[src/rtl/output_register.sv]
// Captures one generator burst into a FWFT FIFO and streams it to the DAC over valid/ready.
// Latency: a sample pushed into an empty FIFO is on DAC_DATA after the push edge; producer is never stalled, so overflowing samples are dropped and flagged.
module output_register #(
    parameter int DATA_WIDTH = 12,
    parameter int FIFO_DEPTH = 16,
    parameter int ADDR_WIDTH = 4
) (
    input  logic                  CLK,
    input  logic                  RESET,
    input  logic [DATA_WIDTH-1:0] DATA_IN,
    input  logic                  SIGN_START_CALC,
    input  logic                  SIGN_STOP_CALC,
    output logic                  OUT_REG_READY,
    output logic [DATA_WIDTH-1:0] DAC_DATA,
    output logic                  DAC_VALID,
    input  logic                  DAC_READY,
    output logic                  BUSY,
    output logic                  OVERFLOW,
    output logic [31:0]           SAMPLE_COUNT
);

    typedef enum logic [1:0] {
        ST_IDLE,
        ST_CAPTURE,
        ST_DRAIN
    } state_t;

    localparam logic [ADDR_WIDTH:0] FULL_CNT = (ADDR_WIDTH + 1)'(FIFO_DEPTH);

    state_t                  state_q, state_d;
    logic [ADDR_WIDTH-1:0]   wr_ptr_q, wr_ptr_d;
    logic [ADDR_WIDTH-1:0]   rd_ptr_q, rd_ptr_d;
    logic [ADDR_WIDTH:0]     count_q, count_d;
    logic                    overflow_q, overflow_d;
    logic [31:0]             sample_count_q, sample_count_d;
    logic [DATA_WIDTH-1:0]   mem_q [FIFO_DEPTH];

    logic push_try;
    logic push_ok;
    logic pop;

    always_comb begin
        state_d        = state_q;
        wr_ptr_d       = wr_ptr_q;
        rd_ptr_d       = rd_ptr_q;
        count_d        = count_q;
        overflow_d     = overflow_q;
        sample_count_d = sample_count_q;

        pop      = (count_q != '0) && DAC_READY;
        push_try = (state_q == ST_CAPTURE);
        // A full FIFO still accepts when the head leaves on the same edge.
        push_ok  = push_try && ((count_q != FULL_CNT) || pop);

        if (pop) begin
            rd_ptr_d = rd_ptr_q + 1'b1;
        end
        if (push_ok) begin
            wr_ptr_d = wr_ptr_q + 1'b1;
            if (sample_count_q != 32'hFFFF_FFFF) begin
                sample_count_d = sample_count_q + 32'd1;
            end
        end
        if (push_try && !push_ok) begin
            overflow_d = 1'b1;
        end

        case ({push_ok, pop})
            2'b10:   count_d = count_q + 1'b1;
            2'b01:   count_d = count_q - 1'b1;
            default: count_d = count_q;
        endcase

        case (state_q)
            ST_IDLE: begin
                if (SIGN_START_CALC) begin
                    state_d        = ST_CAPTURE;
                    sample_count_d = '0;
                    overflow_d     = 1'b0;
                end
            end
            ST_CAPTURE: begin
                if (SIGN_STOP_CALC) begin
                    state_d = ST_DRAIN;
                end
            end
            ST_DRAIN: begin
                if (count_d == '0) begin
                    state_d = ST_IDLE;
                end
            end
            default: state_d = ST_IDLE;
        endcase
    end

    always_ff @(posedge CLK) begin
        if (RESET) begin
            state_q        <= ST_IDLE;
            wr_ptr_q       <= '0;
            rd_ptr_q       <= '0;
            count_q        <= '0;
            overflow_q     <= 1'b0;
            sample_count_q <= '0;
        end else begin
            state_q        <= state_d;
            wr_ptr_q       <= wr_ptr_d;
            rd_ptr_q       <= rd_ptr_d;
            count_q        <= count_d;
            overflow_q     <= overflow_d;
            sample_count_q <= sample_count_d;
        end
    end

    // Storage is not reset; an empty FIFO masks whatever it holds.
    always_ff @(posedge CLK) begin
        if (push_ok && !RESET) begin
            mem_q[wr_ptr_q] <= DATA_IN;
        end
    end

    assign OUT_REG_READY = (state_q == ST_IDLE);
    assign BUSY          = (state_q != ST_IDLE);
    assign DAC_VALID     = (count_q != '0);
    assign DAC_DATA      = (count_q != '0) ? mem_q[rd_ptr_q] : '0;
    assign OVERFLOW      = overflow_q;
    assign SAMPLE_COUNT  = sample_count_q;

endmodule

[config.mk]
export PLATFORM = sky130hd
export DESIGN_NAME = output_register
export DESIGN_NICKNAME = d
export VERILOG_FILES = /design/src/rtl/output_register.sv
export SDC_FILE = /design/constraint.sdc
export NUM_CORES = 1
export LEC_CHECK = 0
export ABC_CLOCK_PERIOD_IN_PS = 5600
export CORE_UTILIZATION = 40
export CTS_BUF_LIST = sky130_fd_sc_hd__clkbuf_4 sky130_fd_sc_hd__clkbuf_8
export DETAILED_ROUTE_END_ITERATION = 8
export MAX_ROUTING_LAYER = met4
export SLEW_MARGIN = 20
export SYNTH_ARGS = -nofsm -noshare
export SYNTH_HDL_FRONTEND = slang
export SYNTH_SLANG_ARGS = --single-unit
export TNS_END_PERCENT = 100
[constraint.sdc]
create_clock -name CLK -period 5.6 [get_ports CLK]
set_input_delay 1.12 -clock CLK [delete_from_list [all_inputs] [get_ports CLK]]
set_output_delay 1.12 -clock CLK [all_outputs]
set_load 0.03 [all_outputs]
== Word level (Yosys, flattened, before mapping) ==
Memory sizes are Yosys's and may differ from the RTL's. A register that Yosys moved wholly into a read port is not among the register bits.
Cells that the tools add are included.
Word-level totals
  memories kept: 1
  bits in latches: 0
  register bits after elaboration: 48
  output and inout port bits: 48
  memory bits (read-only): 0
  RAM bits: 192
  input port bits: 17
Memory list
  mem_q: words 16, width 12, rd ports 1, clocked after Yosys merged registers in 1, wr ports 1, RTL line 36  | logic [DATA_WIDTH-1:0] mem_q [FIFO_DEPTH];
Cells by class
  eq/ne operators: 9
  $mul: 0
  muxes and demuxes: 17
  divide/modulo/power cells: 0
  add/sub/neg operators: 5
  bitwise logic cells: 0
  reduce and logical (&&, ||, !) cells: 12
  $lt $le $gt $ge: 0
  shift-type cells: 0
Operator list (number)
  2-to-1 mux 32 bit: 4
  adder 32 x 1 -> 32 bit, second input constant: 1
  inequality test 32 bit, second input constant: 1
  2-to-1 mux 12 bit: 1
  one-hot mux 5 bit (2 select lines): 1
  adder 4 x 1 -> 4 bit, second input constant: 2
  2-to-1 mux 4 bit: 2
  2-to-1 mux 2 bit: 3
  inequality test 2 bit, second input constant: 3
  one-hot mux 2 bit (3 select lines): 1
  adder 5 x 1 -> 5 bit, second input constant: 1
  zero test 5 bit: 1
  2-to-1 mux 1 bit: 5
  inequality test 5 bit, second input constant: 1
  nonzero test 5 bit: 1
  subtractor 5 x 1 -> 5 bit, second input constant: 1
  == test 2 x 1 -> 1 bit, second input constant: 2
  == test 2 bit, second input constant: 2
  logical AND 1 bit: 4
  AND reduction 3 bit: 1
  zero test 1 bit: 2
  zero test 2 bit: 1
  nonzero test 2 bit: 1
  logical OR 1 bit: 1

== Logic depth before layout (Yosys ltp) ==
Gate-level depths: netlist (run 1).
  depth after elaboration: 9
  depth in mapped cells: 13
  depth with buffers taken out: 11

== Worst setup path after synthesis (run 1) ==
No wires, ideal clock.
  path kind: in2reg
  start point: input DAC_READY
  end point: register state_q[1]
  setup slack: 1.796 ns
  stages: 11
  buffers on the path: 1
  library setup time: 0.129 ns
  arrival: 3.675 ns
  cell sequence: nor2b_1 -> a21boi_2 -> clkinv_1 -> ha_1 -> clkbuf_1 -> xor2_1 -> ha_1 -> a311oi_1 -> or4b_1 -> a211oi_1 -> o211ai_1
Between the ends
  cells in the longest elaborated chain, start to end: 8
  elaborated cells between the ends (all ways): 9
  those cells by class: eq/ne: 3; mux: 1; reduce/logical: 5
Ends and longest elaborated chain
  start, declared: RTL line 16  | input logic DAC_READY,
  logical AND 1 bit *: RTL line 50  | pop = (count_q != '0) && DAC_READY;
  logical OR 1 bit: RTL line 53  | push_ok = push_try && ((count_q != FULL_CNT) || pop);
  logical AND 1 bit: RTL line 53
  == test 2 x 1 -> 1 bit / == test 2 bit (equally long branches): RTL line 68  | case ({push_ok, pop})
  one-hot mux 5 bit (2 select lines) *: RTL line 68
  zero test 5 bit *: RTL line 88  | if (count_d == '0) begin
  inequality test 2 bit (no line) *
  AND reduction 3 bit (no line) *
  end signal, assigned: RTL line 105  | state_q <= state_d;
  end, declared: RTL line 30  | state_t state_q, state_d;
Mark *: on every way between the ends. The rest lies on a longest branch, timed or not.
A chain may end at the register's enable or synchronous reset.

==> run_results.csv, run 1 <==
group,metric,value,unit
final_layout,area_delta_synth_final,20.2,%
yosys,ys_warn_count,0,
routing,drt-pass1-iter-count,4,
floorplan,start_util,41.0,%
yosys,synth-async-reset-ratio,0,%
sta,post-route-min-period,4440,ps
yosys,synth.avg_cell_area,16.3,µm²
floorplan,pin_count,65,
cts,cts_tree,"built",
power,p_clk_share,34.2,%
placed_design,post-dp-hpwl,13000,µm
routing,drc,0,
yosys,ys_ff_latch,244,
cts,htreeDepth,2,
yosys,yosys_most_used_dff,"edfxtp_1",
yosys,ys_types,62,
grt,grt_usage,18.0,%
routing,num_vias,5856,
setup_path,crit_top_cell,"mux4_2",
final_layout,fillerInstances,2065,
setup_path,crit_type,"register to primary output",
routing,drtIter0Drc,372,
yosys,synthCells,614,
setup_path,required,4480,ps
cts,cts_made_buffers,42,
setup_path,cp-end-kind,"primary output",
sta,slew_headroom,28.9,%
floorplan,coreArea,0.0245,mm²
cts,clk_latency,550,ps
setup_path,startpoint_type,"register",
final_layout,seq_area,0.00681,mm²
setup_path,worstPathCellList,"buf_16 > mux4_2 > mux4_2 > and2_1 > clkdlybuf4s50_1",
sta,fmax,225,MHz
floorplan,dieArea,0.0257,mm²
yosys,synth_fp_nets,640,
sta,setup_viol,0,
routing,vias_per_cell,5.49,
grt,grt_pass1_wl,34100,µm
yosys,ys_seq_area_share,67.8,%
setup_path,slowest_delay,650,ps
floorplan,die_x,160,µm
sta,setup_tns,0,ps
sta,rsz0062_at_grt,"false",
cts,cts_hold_buf,0,
run,cap_violations,0,
cts,cts_resized,0,
power,p_seq_share,42.7,%
grt,grt_overflow,0,
routing,ant_nets,0,
power,p_per_area,407,mW/mm²
final_layout,multiInputGateArea,0.00313,mm²
power,p_int,3520,µW
setup_path,path_max_fanout,27,
power,irDropWorstVdd,0.283,mV
grt,grt_pass1_vias,6171,
placed_design,dp_cells,990,
grt,grt_max_degree,49,
grt,antenna_found_initial,1,
cts,root_buffer,"clkbuf_8",
setup_path,ff2ff_setup_slack,1760,ps
placed_design,portBuffers,64,
final_layout,drive_gt1_share,22.1,%
power,power_frac_comb,23.1,%
cts,cts_setup_buffers,0,
power,power_switching,1390,µW
routing,drt_wl_total,21900,µm
floorplan,die_h,160,µm
power,p_sw_share,28.3,%
setup_path,critical_path_arrival,3320,ps
hold_path,hp-class,"register to register",
cts,max-clock-path-buffers,3,
sta,tightest_slew,1060,ps
final_layout,final_cells,1066,
cts,clock-sinks,244,
final_layout,nNetsFinal,737,
sta,fin_crit_sh,79.2,%
power,p_leak,0.00375,µW
yosys,netlist_area,0.0100,mm²
sta,timing_hold_violations_final,0,
sta,finalClockSkew,27.5,ps
floorplan,row_count,57,
setup_path,slowest_stage,"dfxtp_4",
placed_design,routabilityCongestion,0.792,
sta,drv_slew,0,
routing,wl_per_cell,20.6,µm
cts,clk_pin_slew,60,ps
status,status,"finished, final reports clean",
yosys,synth_enable_flop_cells,192,
-- logic make-up (layout without fill, tap and decap cells) --
group | after synthesis | in the layout | share of synthesized area, %
multiplexers | 63 | 63 | 13.8
other | 0 | 1 | 0
AND/OR/NAND/NOR | 160 | 160 | 8.79
XOR/XNOR | 15 | 15 | 1.31
buffers and inverters | 41 | 168 | 1.63
AO/OA/AOI/OAI | 82 | 82 | 5.57
flip-flops | 244 | 244 | 67.8
adder cells (fa/ha/maj) | 9 | 9 | 1.12
-- through the flow --
stage	power (µW)	setup slack [ps]	hold WS, ps	util [%]	instance area, µm²
6_report	4910	1160	498	49.3	12100
5_1_grt	5140	996	526	49.3	12100
4_1_cts	4960	868	504	49.2	12000
3_5_place_dp	3270	869	477	45.6	11200
3_3_place_gp	3240	927	474	45.6	11200
2_1_floorplan	2910	1800	461	-	10000
-- metal layers --
metal	track usage, %	share of wire (%)	up-vias	wire (µm)
met3	4.55	6.0	43	1320
met4	5.32	2.0	0	435
met2	29.3	49	164	10800
met1	22.2	43	2982	9350
li1	-	-	2667	-
met5	-	0	-	0
-- final timing paths --
kind / cells after the start / from / to
max: 5 / register / DAC_DATA[1]
min: 2 / SAMPLE_COUNT[15] / SAMPLE_COUNT[15]
max reg2reg: 10 / state_q[0] / state_q[1]
min reg2reg: 2 / SAMPLE_COUNT[15] / SAMPLE_COUNT[15]
-- power by group through the flow --
| stage | clock, µW | combinational (µW) | sequential, µW |
|---|---|---|---|
| floorplan | 0 | 855 | 2050 |
| global placement | 0 | 1050 | 2190 |
| detailed placement | 0 | 1070 | 2200 |
| CTS | 1730 | 1070 | 2160 |
| global route | 1810 | 1220 | 2110 |
| finish | 1680 | 1130 | 2090 |
-- cells in the final DEF (no fill, tap or decap), drive strengths merged, types with 2 or more instances in the layout --
| cell | instances |
|---|---|
| clkbuf | 50 |
| and4 | 4 |
| buf | 18 |
| clkdlybuf4s50 | 64 |
| nand2b | 10 |
| or4b | 2 |
| ha | 9 |
| nand4 | 9 |
| edfxtp | 192 |
| nor2 | 34 |
| a2111oi | 2 |
| a31oi | 2 |
| inv | 12 |
| a211oi | 2 |
| xor2 | 6 |
| a21boi | 3 |
| nand3 | 11 |
| or3 | 8 |
| or4 | 17 |
| and2 | 15 |
| mux4 | 60 |
| nor2b | 2 |
| xnor2 | 9 |
| a21o | 3 |
| bufinv | 4 |
| nor4 | 7 |
| o211ai | 4 |
| dfxtp | 52 |
| nor3 | 8 |
| o21ba | 2 |
| clkinv | 17 |
| o21a | 2 |
| o21ai | 9 |
| a21oi | 26 |
| o31ai | 14 |
| clkinvlp | 3 |
| mux2i | 3 |
| nand2 | 28 |
-- area by class of cell --
class	instances	area share, %
timing repair buffer	82	6.59
clock buffer	50	5.34
tap	324	3.36
multi-input combinational	329	25.9
antenna	1	0.0207
sequential	244	56.4
clock inverter	24	1.93
inverter	12	0.373
-- registers in the layout, indices dropped and copies added (netlist names), named ones only --
signal / count
mem_q: 192
SAMPLE_COUNT: 32
count_q: 5
rd_ptr_q: 4
wr_ptr_q: 4
state_q: 2
OVERFLOW: 1
-- synthesized netlist by cell type (2+ instances only) --
cell type    n  area share, %
edfxtp_1   192             57
mux4_2      60             13
dfxtp_1     52             10
nor2_1      34            1.3
nand2_1     28            1.0
a21oi_1     26            1.3
clkbuf_1    20           0.75
or4_1       16            1.2
and2_1      15           0.93
o31ai_1     14            1.0
inv_1       11           0.41
nand3_1     11           0.55
nand2b_1    10           0.62
ha_1         9            1.1
o21ai_0      9           0.45
xnor2_1      9           0.79
nand4_1      8           0.50
nor3_1       8           0.40
or3_1        8           0.50
nor4_1       6           0.37
xor2_1       6           0.52
buf_2        5           0.25
and4_1       4           0.35
o211ai_1     4           0.30
a21o_1       3           0.22
buf_1        3           0.11
mux2i_1      3           0.30
a2111oi_0    2           0.17
a31oi_1      2           0.12
nor2b_1      2           0.12
o21a_1       2           0.15
o21ba_2      2           0.20
-- critical path: cells and delay by family (launching register included) --
family	cells	cell delay (ps)
muxes	2	1050
buffers and inverters	2	880
DFF	1	650
and+or+nand+nor	1	180
Power figures use the tool's default switching activity.
==> run 2: changes to the inputs <==
--- a/config.mk
+++ b/config.mk
@@ -5,7 +5,7 @@
 export SDC_FILE = /design/constraint.sdc
 export NUM_CORES = 1
 export LEC_CHECK = 0
-export ABC_CLOCK_PERIOD_IN_PS = 5600
+export ABC_CLOCK_PERIOD_IN_PS = 3870
 export CORE_UTILIZATION = 40
 export CTS_BUF_LIST = sky130_fd_sc_hd__clkbuf_4 sky130_fd_sc_hd__clkbuf_8
 export DETAILED_ROUTE_END_ITERATION = 8
==> constraint.sdc (replaced) <==
create_clock -name CLK -period 3.87 [get_ports CLK]
set_input_delay 0.774 -clock CLK [delete_from_list [all_inputs] [get_ports CLK]]
set_output_delay 0.774 -clock CLK [all_outputs]
set_load 0.03 [all_outputs]
==> run 2 against run 1 <==
- clock skew shrank 2.6 ps
- flip-flop and latch count unchanged
- highest routed layer unchanged
- die area is the same
- cell count up 2.2%
- routed wire length rose by 0.31%
- clock power grew 42%
- global-route usage increased by 0.13 points
- count of clock-buffer cells in the layout rose by 1
- critical endpoint unchanged
- via count rose by 0.34%
- first-iteration DRC count is 11% higher
==> run_results.csv, run 2 (synthesis results as in run 1) <==
group,metric,value,unit
floorplan,die_h,160,µm
routing,num_vias,5876,
sta,setup_tns,0,ps
sta,finalClockSkew,24.9,ps
cts,clock-sinks,244,
final_layout,layout_commonest_cell,"edfxtp_1",
setup_path,path_delay_family,"multiplexers",
setup_path,slowest_delay,580,ps
floorplan,start_util,41.0,%
sta,fin_crit_sh,96.4,%
floorplan,die_x,160,µm
cts,htreeDepth,2,
hold_path,hp-class,"register to register",
setup_path,slowest_stage,"clkdlybuf4s50_1",
final_layout,largest_reg_flops,192,
hold_path,whs_path_depth,2,
grt,antenna_found_initial,1,
cts,cts_tree,"built",
setup_path,cp.depth,5,
setup_path,timing.critical_path.buf_inv,2,
routing,vias_per_cell,5.40,
floorplan,pin_count,65,
grt,grt_max_degree,21,
cts,cts_made_buffers,41,
setup_path,required,3100,ps
routing,drtIter0Drc,414,
routing,drc,0,
power,irDropWorstVdd,0.464,mV
setup_path,cp-end-kind,"primary output",
power,p_leak,0.00389,µW
routing,wl_per_cell,20.2,µm
placed_design,routabilityCongestion,0.798,
floorplan,dieArea,0.0257,mm²
sta,slew_headroom,37.1,%
setup_path,crit_type,"register to primary output",
run,cap_violations,0,
cts,max-clock-path-buffers,3,
sta,setup_viol,0,
cts,root_buffer,"clkbuf_8",
grt,grt_pass1_wl,34500,µm
sta,drv_slew,0,
placed_design,post-dp-hpwl,13900,µm
status,status,"finished, final reports clean",
setup_path,crit_top_cell,"mux4_2",
setup_path,path_max_fanout,14,
cts,clk_pin_slew,60,ps
setup_path,worstPathCellList,"buf_12 > mux4_2 > mux4_2 > and2_1 > clkdlybuf4s50_1",
sta,fmax,268,MHz
floorplan,coreArea,0.0245,mm²
final_layout,drive_gt1_share,24.7,%
setup_path,worstRegToRegCells,9,
setup_path,critical_path_arrival,2960,ps
grt,grt_pass1_vias,6126,
final_layout,nNetsFinal,757,
grt,grt_overflow,0,
power,p_per_area,584,mW/mm²
setup_path,startpoint_type,"register",
sta,tightest_slew,943,ps
final_layout,fin_util,50.1,%
sta,post-route-min-period,3730,ps
grt,grt_usage,18.1,%
routing,drt_wl_total,22000,µm
final_layout,largest-register,"mem_q",
routing,ant_nets,0,
cts,clk_latency,530,ps
floorplan,row_count,57,
placed_design,portBuffers,64,
sta,rsz0062_at_grt,"false",
final_layout,area_delta_synth_final,22.1,%
routing,drt-pass1-iter-count,4,
final_layout,final_cell_mix,"edfxtp_1, clkdlybuf4s50_1, mux4_2",
sta,timing_hold_violations_final,0,
-- run 2: per-stage QoR --
step	std cells	setup slack (ps)	hold WS [ps]	area, µm²	total power (µW)
floorplan	614	412	461	10000	4210
CTS	1088	22.0	503	12200	7250
detailed placement	1010	257	491	11400	4840
global placement	1010	322	472	11400	4790
finish	1089	140	505	12300	7160
global route	1089	28.7	518	12300	7500
-- run 2: path summary, 6_finish.rpt --
kind,start,endpoint,slack (ps)
setup / recovery,register,DAC_DATA[1],140
hold / removal,SAMPLE_COUNT[19],SAMPLE_COUNT[19],500
setup reg to reg,count_q[0],state_q[1],710
hold reg to reg,SAMPLE_COUNT[19],SAMPLE_COUNT[19],500
-- run 2: worst register-to-register path, cell delays in order, from the launching register on --
cell,delay [ps]
dfxtp_1,390
nor4_2,540
a21boi_1,170
ha_1,240
xor2_1,150
ha_1,230
a311oi_1,440
or4b_1,490
a211oi_1,270
o211ai_1,120
-- run 2: timing repair --
| item | in CTS | in global routing |
|---|---|---|
| gates resized for setup | 1 | 2 |
| endpoints found under the hold margin | 0 | 0 |
| cloned | 0 | 0 |
| setup buffers | 2 | 0 |
| setup endpoints to repair | 12 | 5 |
| hold buffers | 0 | 0 |
-- run 2: cell type report --
type	instances	area [µm²]
fill	2016	12200
timing repair buffer	103	1010
clock buffer	51	677
sequential	244	6810
clock inverter	25	194
inverter	12	45.0
tap	324	405
antenna	1	2.50
multi-input combinational	329	3110
-- run 2: routing by layer --
layer  vias up  part of all wire (%)  track usage (%)  wire [µm]
met4         0                   1.7             5.45        363
li1       2706                     -                -          -
met3        40                   6.9             4.26       1520
met5         -                     0                -          0
met2       169                    50             29.6      11000
met1      2961                    41             22.4       9090
-- run 2: power by group --
group          leakage, µW  internal (µW)  total (µW)  switching, µW
Clock             0.000456           1360        2380           1020
Combinational      0.00129            906        1790            889
Sequential         0.00215           2890        2990           99.4
Total              0.00389           5150        7160           2010
